$ cat src/rtl/sobel_window_3x3_if.sv
// Pixel-tap and result bundle for the 3x3 Sobel window stage.
// The master drives the three row taps; the slave returns tagged gradient results.
interface sobel_window_3x3_if #(
  parameter int WIDTH = 8
);
  logic [WIDTH-1:0] in_row0;
  logic [WIDTH-1:0] in_row1;
  logic [WIDTH-1:0] in_row2;
  logic             valid_in;
  logic             valid_out;
  logic [WIDTH-1:0] out_dout;
  logic             out_eol;
  logic             out_eof;

  modport master (
    output in_row0, in_row1, in_row2, valid_in,
    input  valid_out, out_dout, out_eol, out_eof
  );

  modport slave (
    input  in_row0, in_row1, in_row2, valid_in,
    output valid_out, out_dout, out_eol, out_eof
  );
endinterface

$ cat src/rtl/sobel_window_3x3.sv
// 3x3 sliding window over three column-aligned row taps, followed by a 2-stage
// Sobel |Gx|+|Gy| pipeline with saturation and end-of-line/end-of-frame tags.
module sobel_window_3x3 #(
  parameter int WIDTH      = 8,
  parameter int IMG_WIDTH  = 6,
  parameter int IMG_HEIGHT = 6
) (
  input logic              clock,
  input logic              reset,
  sobel_window_3x3_if.slave bus
);

  localparam int SW    = WIDTH + 3;
  localparam int COL_W = $clog2(IMG_WIDTH);
  localparam int ROW_W = $clog2(IMG_HEIGHT);
  localparam logic [COL_W-1:0] COL_LAST      = COL_W'(IMG_WIDTH - 1);
  localparam logic [COL_W-1:0] COL_FIRST_WIN = COL_W'(2);
  localparam logic [ROW_W-1:0] ROW_LAST      = ROW_W'(IMG_HEIGHT - 3);
  localparam logic [SW-1:0]    MAX_PIX       = SW'((1 << WIDTH) - 1);

  // Row 0 is the top of the window (oldest line), row 2 the current line.
  logic [WIDTH-1:0] tap [3];
  logic [WIDTH-1:0] win [3][3];

  assign tap[0] = bus.in_row2;
  assign tap[1] = bus.in_row1;
  assign tap[2] = bus.in_row0;

  genvar gi;
  generate
    for (gi = 0; gi < 3; gi++) begin : g_row
      logic [WIDTH-1:0] px_reg [3];

      always_ff @(posedge clock or negedge reset) begin
        if (!reset) begin
          px_reg[0] <= '0;
          px_reg[1] <= '0;
          px_reg[2] <= '0;
        end else if (bus.valid_in) begin
          px_reg[0] <= px_reg[1];
          px_reg[1] <= px_reg[2];
          px_reg[2] <= tap[gi];
        end
      end

      assign win[gi][0] = px_reg[0];
      assign win[gi][1] = px_reg[1];
      assign win[gi][2] = px_reg[2];
    end
  endgenerate

  logic [COL_W-1:0] col_reg;
  logic [ROW_W-1:0] row_reg;
  logic             win_valid_reg;
  logic             win_eol_reg;
  logic             win_eof_reg;

  // Tags are captured alongside the window so they reach the output with it.
  always_ff @(posedge clock or negedge reset) begin
    if (!reset) begin
      col_reg       <= '0;
      row_reg       <= '0;
      win_valid_reg <= 1'b0;
      win_eol_reg   <= 1'b0;
      win_eof_reg   <= 1'b0;
    end else begin
      win_valid_reg <= bus.valid_in && (col_reg >= COL_FIRST_WIN);
      win_eol_reg   <= bus.valid_in && (col_reg == COL_LAST);
      win_eof_reg   <= bus.valid_in && (col_reg == COL_LAST) && (row_reg == ROW_LAST);
      if (bus.valid_in) begin
        if (col_reg == COL_LAST) begin
          col_reg <= '0;
          row_reg <= (row_reg == ROW_LAST) ? '0 : row_reg + 1'b1;
        end else begin
          col_reg <= col_reg + 1'b1;
        end
      end
    end
  end

  function automatic logic signed [SW-1:0] ext(input logic [WIDTH-1:0] p);
    return $signed({3'b000, p});
  endfunction

  logic signed [SW-1:0] gx_next;
  logic signed [SW-1:0] gy_next;

  always_comb begin
    gx_next = (ext(win[0][2]) + (ext(win[1][2]) <<< 1) + ext(win[2][2]))
            - (ext(win[0][0]) + (ext(win[1][0]) <<< 1) + ext(win[2][0]));
    gy_next = (ext(win[2][0]) + (ext(win[2][1]) <<< 1) + ext(win[2][2]))
            - (ext(win[0][0]) + (ext(win[0][1]) <<< 1) + ext(win[0][2]));
  end

  logic signed [SW-1:0] gx_reg;
  logic signed [SW-1:0] gy_reg;
  logic                 s1_valid_reg;
  logic                 s1_eol_reg;
  logic                 s1_eof_reg;

  always_ff @(posedge clock or negedge reset) begin
    if (!reset) begin
      gx_reg       <= '0;
      gy_reg       <= '0;
      s1_valid_reg <= 1'b0;
      s1_eol_reg   <= 1'b0;
      s1_eof_reg   <= 1'b0;
    end else begin
      gx_reg       <= gx_next;
      gy_reg       <= gy_next;
      s1_valid_reg <= win_valid_reg;
      s1_eol_reg   <= win_eol_reg;
      s1_eof_reg   <= win_eof_reg;
    end
  end

  logic [SW-1:0]    abs_gx;
  logic [SW-1:0]    abs_gy;
  logic [SW-1:0]    mag;
  logic [WIDTH-1:0] dout_next;

  // Each magnitude is at most 4*(2^WIDTH-1), so the sum still fits in SW bits.
  always_comb begin
    abs_gx    = gx_reg[SW-1] ? $unsigned(-gx_reg) : $unsigned(gx_reg);
    abs_gy    = gy_reg[SW-1] ? $unsigned(-gy_reg) : $unsigned(gy_reg);
    mag       = abs_gx + abs_gy;
    dout_next = (mag > MAX_PIX) ? '1 : mag[WIDTH-1:0];
  end

  logic             valid_reg;
  logic [WIDTH-1:0] dout_reg;
  logic             eol_reg;
  logic             eof_reg;

  always_ff @(posedge clock or negedge reset) begin
    if (!reset) begin
      valid_reg <= 1'b0;
      dout_reg  <= '0;
      eol_reg   <= 1'b0;
      eof_reg   <= 1'b0;
    end else begin
      valid_reg <= s1_valid_reg;
      dout_reg  <= dout_next;
      eol_reg   <= s1_eol_reg;
      eof_reg   <= s1_eof_reg;
    end
  end

  assign bus.valid_out = valid_reg;
  assign bus.out_dout  = dout_reg;
  assign bus.out_eol   = eol_reg;
  assign bus.out_eof   = eof_reg;

endmodule

$ cat src/flat_wrapper.sv
// flat-port wrapper written by rule: the top's interface ports become plain ports
module sobel_window_3x3_flat 
#(
  parameter int WIDTH      = 8,
  parameter int IMG_WIDTH  = 6,
  parameter int IMG_HEIGHT = 6
)
  (clock, reset, bus_in_row0, bus_in_row1, bus_in_row2, bus_valid_in, bus_valid_out, bus_out_dout, bus_out_eol, bus_out_eof);
  sobel_window_3x3_if #(.WIDTH(WIDTH)) bus_i ();
  input logic clock;
  input logic reset;
  input wire logic [$bits(bus_i.in_row0)-1:0] bus_in_row0;
  input wire logic [$bits(bus_i.in_row1)-1:0] bus_in_row1;
  input wire logic [$bits(bus_i.in_row2)-1:0] bus_in_row2;
  input wire logic [$bits(bus_i.valid_in)-1:0] bus_valid_in;
  output wire logic [$bits(bus_i.valid_out)-1:0] bus_valid_out;
  output wire logic [$bits(bus_i.out_dout)-1:0] bus_out_dout;
  output wire logic [$bits(bus_i.out_eol)-1:0] bus_out_eol;
  output wire logic [$bits(bus_i.out_eof)-1:0] bus_out_eof;
  assign bus_i.in_row0 = bus_in_row0;
  assign bus_i.in_row1 = bus_in_row1;
  assign bus_i.in_row2 = bus_in_row2;
  assign bus_i.valid_in = bus_valid_in;
  assign bus_valid_out = bus_i.valid_out;
  assign bus_out_dout = bus_i.out_dout;
  assign bus_out_eol = bus_i.out_eol;
  assign bus_out_eof = bus_i.out_eof;
  sobel_window_3x3 #(.WIDTH(WIDTH), .IMG_WIDTH(IMG_WIDTH), .IMG_HEIGHT(IMG_HEIGHT)) u_core (.clock(clock), .reset(reset), .bus(bus_i));
endmodule
$ cat config.mk
export PLATFORM = sky130hd
export DESIGN_NAME = sobel_window_3x3_flat
export DESIGN_NICKNAME = d
export VERILOG_FILES = /design/src/rtl/sobel_window_3x3_if.sv /design/src/rtl/sobel_window_3x3.sv /design/src/flat_wrapper.sv
export SDC_FILE = /design/constraint.sdc
export NUM_CORES = 1
export LEC_CHECK = 0
export ABC_CLOCK_PERIOD_IN_PS = 9850
export BUFFER_PORTS_ARGS = -buffer_cell sky130_fd_sc_hd__buf_2
export CAP_MARGIN = 20
export CORE_ASPECT_RATIO = 0.5
export CORE_MARGIN = 2
export CORE_UTILIZATION = 58
export CTS_CLUSTER_DIAMETER = 30
export DETAILED_ROUTE_END_ITERATION = 6
export PLACE_DENSITY = 0.77
export SLEW_MARGIN = 20
export SYNTH_ARGS = -nofsm -noshare
export SYNTH_HDL_FRONTEND = slang
export SYNTH_SLANG_ARGS = --single-unit
$ cat constraint.sdc
create_clock -name clock -period 9.85 [get_ports clock]
set_input_delay 0.985 -clock clock [delete_from_list [all_inputs] [get_ports clock]]
set_output_delay 0.985 -clock clock [all_outputs]
set_load 0.02 [all_outputs]
# Yosys cells after proc, flatten, opt, wreduce, memory -nomap -nowiden
# Index checks and enable logic that the tools add are counted.
# classes
order_cmp	2
addsub	15
n_reduce_logical	4
n_eq_ne	2
n_mux	5
# op_table
operator	count
$add A11 B9 Y11	4
$add A8 B9 Y10	4
$mux W11	2
$neg A11 Y11	2
$sub A11 B11 Y11	2
$add A11 B11 Y11	1
$gt A11 B8 Y1 const B	1
$mux W8	1
$add A3 B1 Y3 const B	2
$mux W3	2
$eq A3 B2 Y1 const B	1
$eq A3 B3 Y1 const B	1
$ge A3 B2 Y1 const B	1
$logic_and A1 B1 Y1	3
$reduce_and A2 Y1	1
# word_totals
ff_bits	117
wordCells	51

# Depth between registers and ports, before layout
# depth
depth_word	5
ltp_mapped	17

# Worst setup path before layout
# Ideal clock, no wire load.
# synth_timing
path_type	flip-flop to flip-flop
startpoint	register u_core.g_row[0].px_reg[8] in the netlist's numbering
endpoint	register u_core.gy_reg[10]
slack_ns	5.890
period_less_slack_ns	3.960
setup_ns	0.116
path_stages_with_launch	17
arrival_time_ns	3.845
cell_sequence	dfrtp_1 -> ha_1 -> fa_1 -> a21o_1 -> a21oi_1 -> o21bai_1 -> a21oi_1 -> xor2_1 -> fa_1 -> inv_1 -> fa_1 -> inv_1 -> ha_1 -> or3_1 -> o21ai_0 -> a21oi_1 -> o311ai_0
# synth_via
elab_chain_cells	3
# synth_rtl
element	line_no	text
start: declaration	sobel_window_3x3.sv:32	logic [WIDTH-1:0] px_reg [3];
$add A8 B9 Y10	sobel_window_3x3.sv:92	- (ext(win[0][0]) + (ext(win[0][1]) <<< 1) + ext(win[0][2]));
$add A11 B9 Y11	sobel_window_3x3.sv:92	
$sub A11 B11 Y11	sobel_window_3x3.sv:92	
named net u_core.gy_next[10]	sobel_window_3x3.sv:86	logic signed [SW-1:0] gy_next;
end signal: assignment	sobel_window_3x3.sv:110	gy_reg <= gy_next;
end: declaration	sobel_window_3x3.sv:96	logic signed [SW-1:0] gy_reg;
# The timed path passes the listed nets, and every way through them passes these cells.
# A chain may end at the register's enable or synchronous reset.

# Worst setup path in the final report
# Same ends and word-level chain as after synthesis.

==> metrics.md <==
| Metric | Value |
|---|---|
| Vias per inst | `5.43` |
| Routability cong. | `0.835` |
| P&R area growth vs syn | `12.6%` |
| Via count | `4,956` |
| Status | `finished clean` |
| # Max-Cap Violations | `0` |
| CTS Sinks | `117` |
| Sequential area share after synthesis | `38.6%` |
| Grt total ovfl | `0` |
| Mapped cell area | `7580 um2` |
| Final Max Slew Viols | `0` |
| Clock-pin transition on the worst setup and hold timing paths | `0.07 ns` |
| Final clock skew | `0.00481 ns` |
| Max reg flops | `72` |
| Layout cells sized above 1 | `19.0%` |
| CP Launch Type | `flop` |
| Critical path endpoint category | `flop` |
| Clk_lat worst skew | `0.42 ns` |
| Share of synthesized registers carrying an async set or reset | `100%` |
| Fmax | `0.231 GHz` |
| Final HPWL DP | `10,800 um` |
| Number of synthesized flops with an enable pin | `0` |
| I/O pins | `38` |
| CTS tree | `built` |
| Die Y | `84.9 um` |
| PostCTS Resize Cnt | `0` |
| Post-synth top flop | `dfrtp_1` |
| First-pass GRT wire length | `24,200 um` |
| CTS root buffer | `clkbuf_16` |
| Critical path type | `reg -> reg` |
| Initial antenna violation count | `0` |
| Post-synthesis instance total | `684` |
| Endpoints failing hold | `0` |
| Syn nets | `818` |
| CP max FO | `5` |
| Vias in the first global route | `5,048` |
| Die ar. | `14,100 um2` |
| CTS H-Tree Depth | `4` |
| Avg WL per Cell | `15.7 um` |
| Worst-case clock buffer depth | `2` |
| TritonCTS buffer count | `17` |
| Worst Path Required | `10.14 ns` |
| Largest net degree at the start of global routing | `76` |
| Residual DRC | `0` |
| Hold buffers post-CTS | `0` |
| WP data arrival | `4.62 ns` |
| # diodes | `0` |
| Post-DRT Antenna Nets | `0` |
| Setup violators final | `0` |
| Die W | `166 um` |
| Post-Route WL | `14,300 um` |
| Tcrit/Tclk final | `44.0%` |
| Total Routing Usage GR | `21.9%` |
| Starting Density | `59.7%` |
| Post-synthesis cell type count | `45` |
| CORE AREA | `12,700 um2` |
| Fin nets | `864` |
| TNS Setup | `0 ns` |
| Row cnt | `29` |
| Most common cell after layout, fill and taps aside | `dfrtp_1` |
| Mapped Avg Cell Area | `11.1 um2` |
| RSZ-0062 raised after global routing | `false` |
| Worst rel slew slack | `38.7%` |
| Fillers | `944` |
| Worst slew pin tran | `0.919 ns` |
| DR pass1 iterations | `6` |
| Most frequent cells in the layout | `117 x dfrtp_1, 81 x inv_1, 70 x ha_1, 56 x mux2_2, 44 x xnor2_1` |
| Port Buffers | `37` |
| Tmin final | `4.33 ns` |
| Worst Hold Class | `reg -> reg` |
| DRT iter0 DRCs | `284` |
| Setup Fix Bufs, Post-CTS | `0` |
| Yosys reg bits | `117` |
| Synth warn | `0` |
-- path summary, 6_finish.rpt --
check	start	endpoint	slack, ns	depth (start not counted)
hold reg to reg	u_core.s1_valid_reg	u_core.bus.valid_out	0.35	0
min in group asynchronous	reset	u_core.bus.out_dout[5]	0.56	1
max in group asynchronous	reset	u_core.col_reg[0]	7.97	2
hold / removal	u_core.s1_valid_reg	u_core.bus.valid_out	0.35	0
setup reg to reg	u_core.g_row[0].px_reg[8]	u_core.gy_reg[10]	5.52	16
setup / recovery	u_core.g_row[0].px_reg[8]	u_core.gy_reg[10]	5.52	16
-- per-layer routing --
metal	track usage, %	share of wire (%)	vias to the layer above
met5	0	0	-
met4	6.17	1.3	0
met3	5.97	5.2	17
met2	34.5	45	100
met1	30.4	49	2408
li1	-	-	2431
-- logic make-up after synthesis --
logic type,Yosys count,synth area share (%)
xor+xnor,70,8.27
flops,117,38.6
compound gates,124,10.5
simple gates,117,8.38
mux,56,8.32
buf+inv,93,4.60
fa+ha+maj,107,21.3
-- metrics by stage --
stage          utilization (%)  cell area [um2]  setup slack, ns  hold WS, ns  cells
2_1_floorplan                -             7580             5.89        0.331    684
3_3_place_gp              62.6             7960             5.68        0.334    881
3_5_place_dp              62.6             7960             5.51        0.336    881
4_1_cts                   67.2             8540             5.48        0.351    913
5_1_grt                   67.2             8540             5.16        0.354    913
6_report                  67.2             8540             5.52        0.350    913
-- layout make-up --
type                       instances  area (um2)  share of cell area (%)
multi-input combinational        474        4310                    50.4
sequential                       117        2930                    34.3
clock buffer                      17         425                    4.98
inverter                          81         304                    3.56
tap                              170         213                    2.49
timing repair buffer              39         205                    2.40
clock inverter                    15         155                    1.82
-- worst max-delay path, stage by stage (launching register included) --
cell and delay [ns]:
dfrtp_1 0.40, ha_1 0.24, fa_1 0.41, a21o_1 0.17
a21oi_1 0.24, o21bai_1 0.09, a21oi_1 0.21, xor2_1 0.13
fa_1 0.52, inv_1 0.05, fa_1 0.50, inv_1 0.04
ha_1 0.23, or3_1 0.37, o21ai_0 0.12, a21oi_1 0.11
o311ai_0 0.38
-- cell usage after synthesis (19+ instances only) --
| cell | n | area [um2] |
|---|---|---|
| a21oi_1 | 27 | 135 |
| dfrtp_1 | 117 | 2930 |
| fa_1 | 37 | 741 |
| ha_1 | 70 | 876 |
| inv_1 | 81 | 304 |
| mux2_2 | 56 | 631 |
| nand2_1 | 32 | 120 |
| nor2_1 | 19 | 71.3 |
| o21ai_0 | 40 | 200 |
| xnor2_1 | 44 | 385 |
| xor2_1 | 25 | 219 |
Power is not shown: default switching activity piles up to over one toggle a cycle in this logic, so the estimate is an artifact.
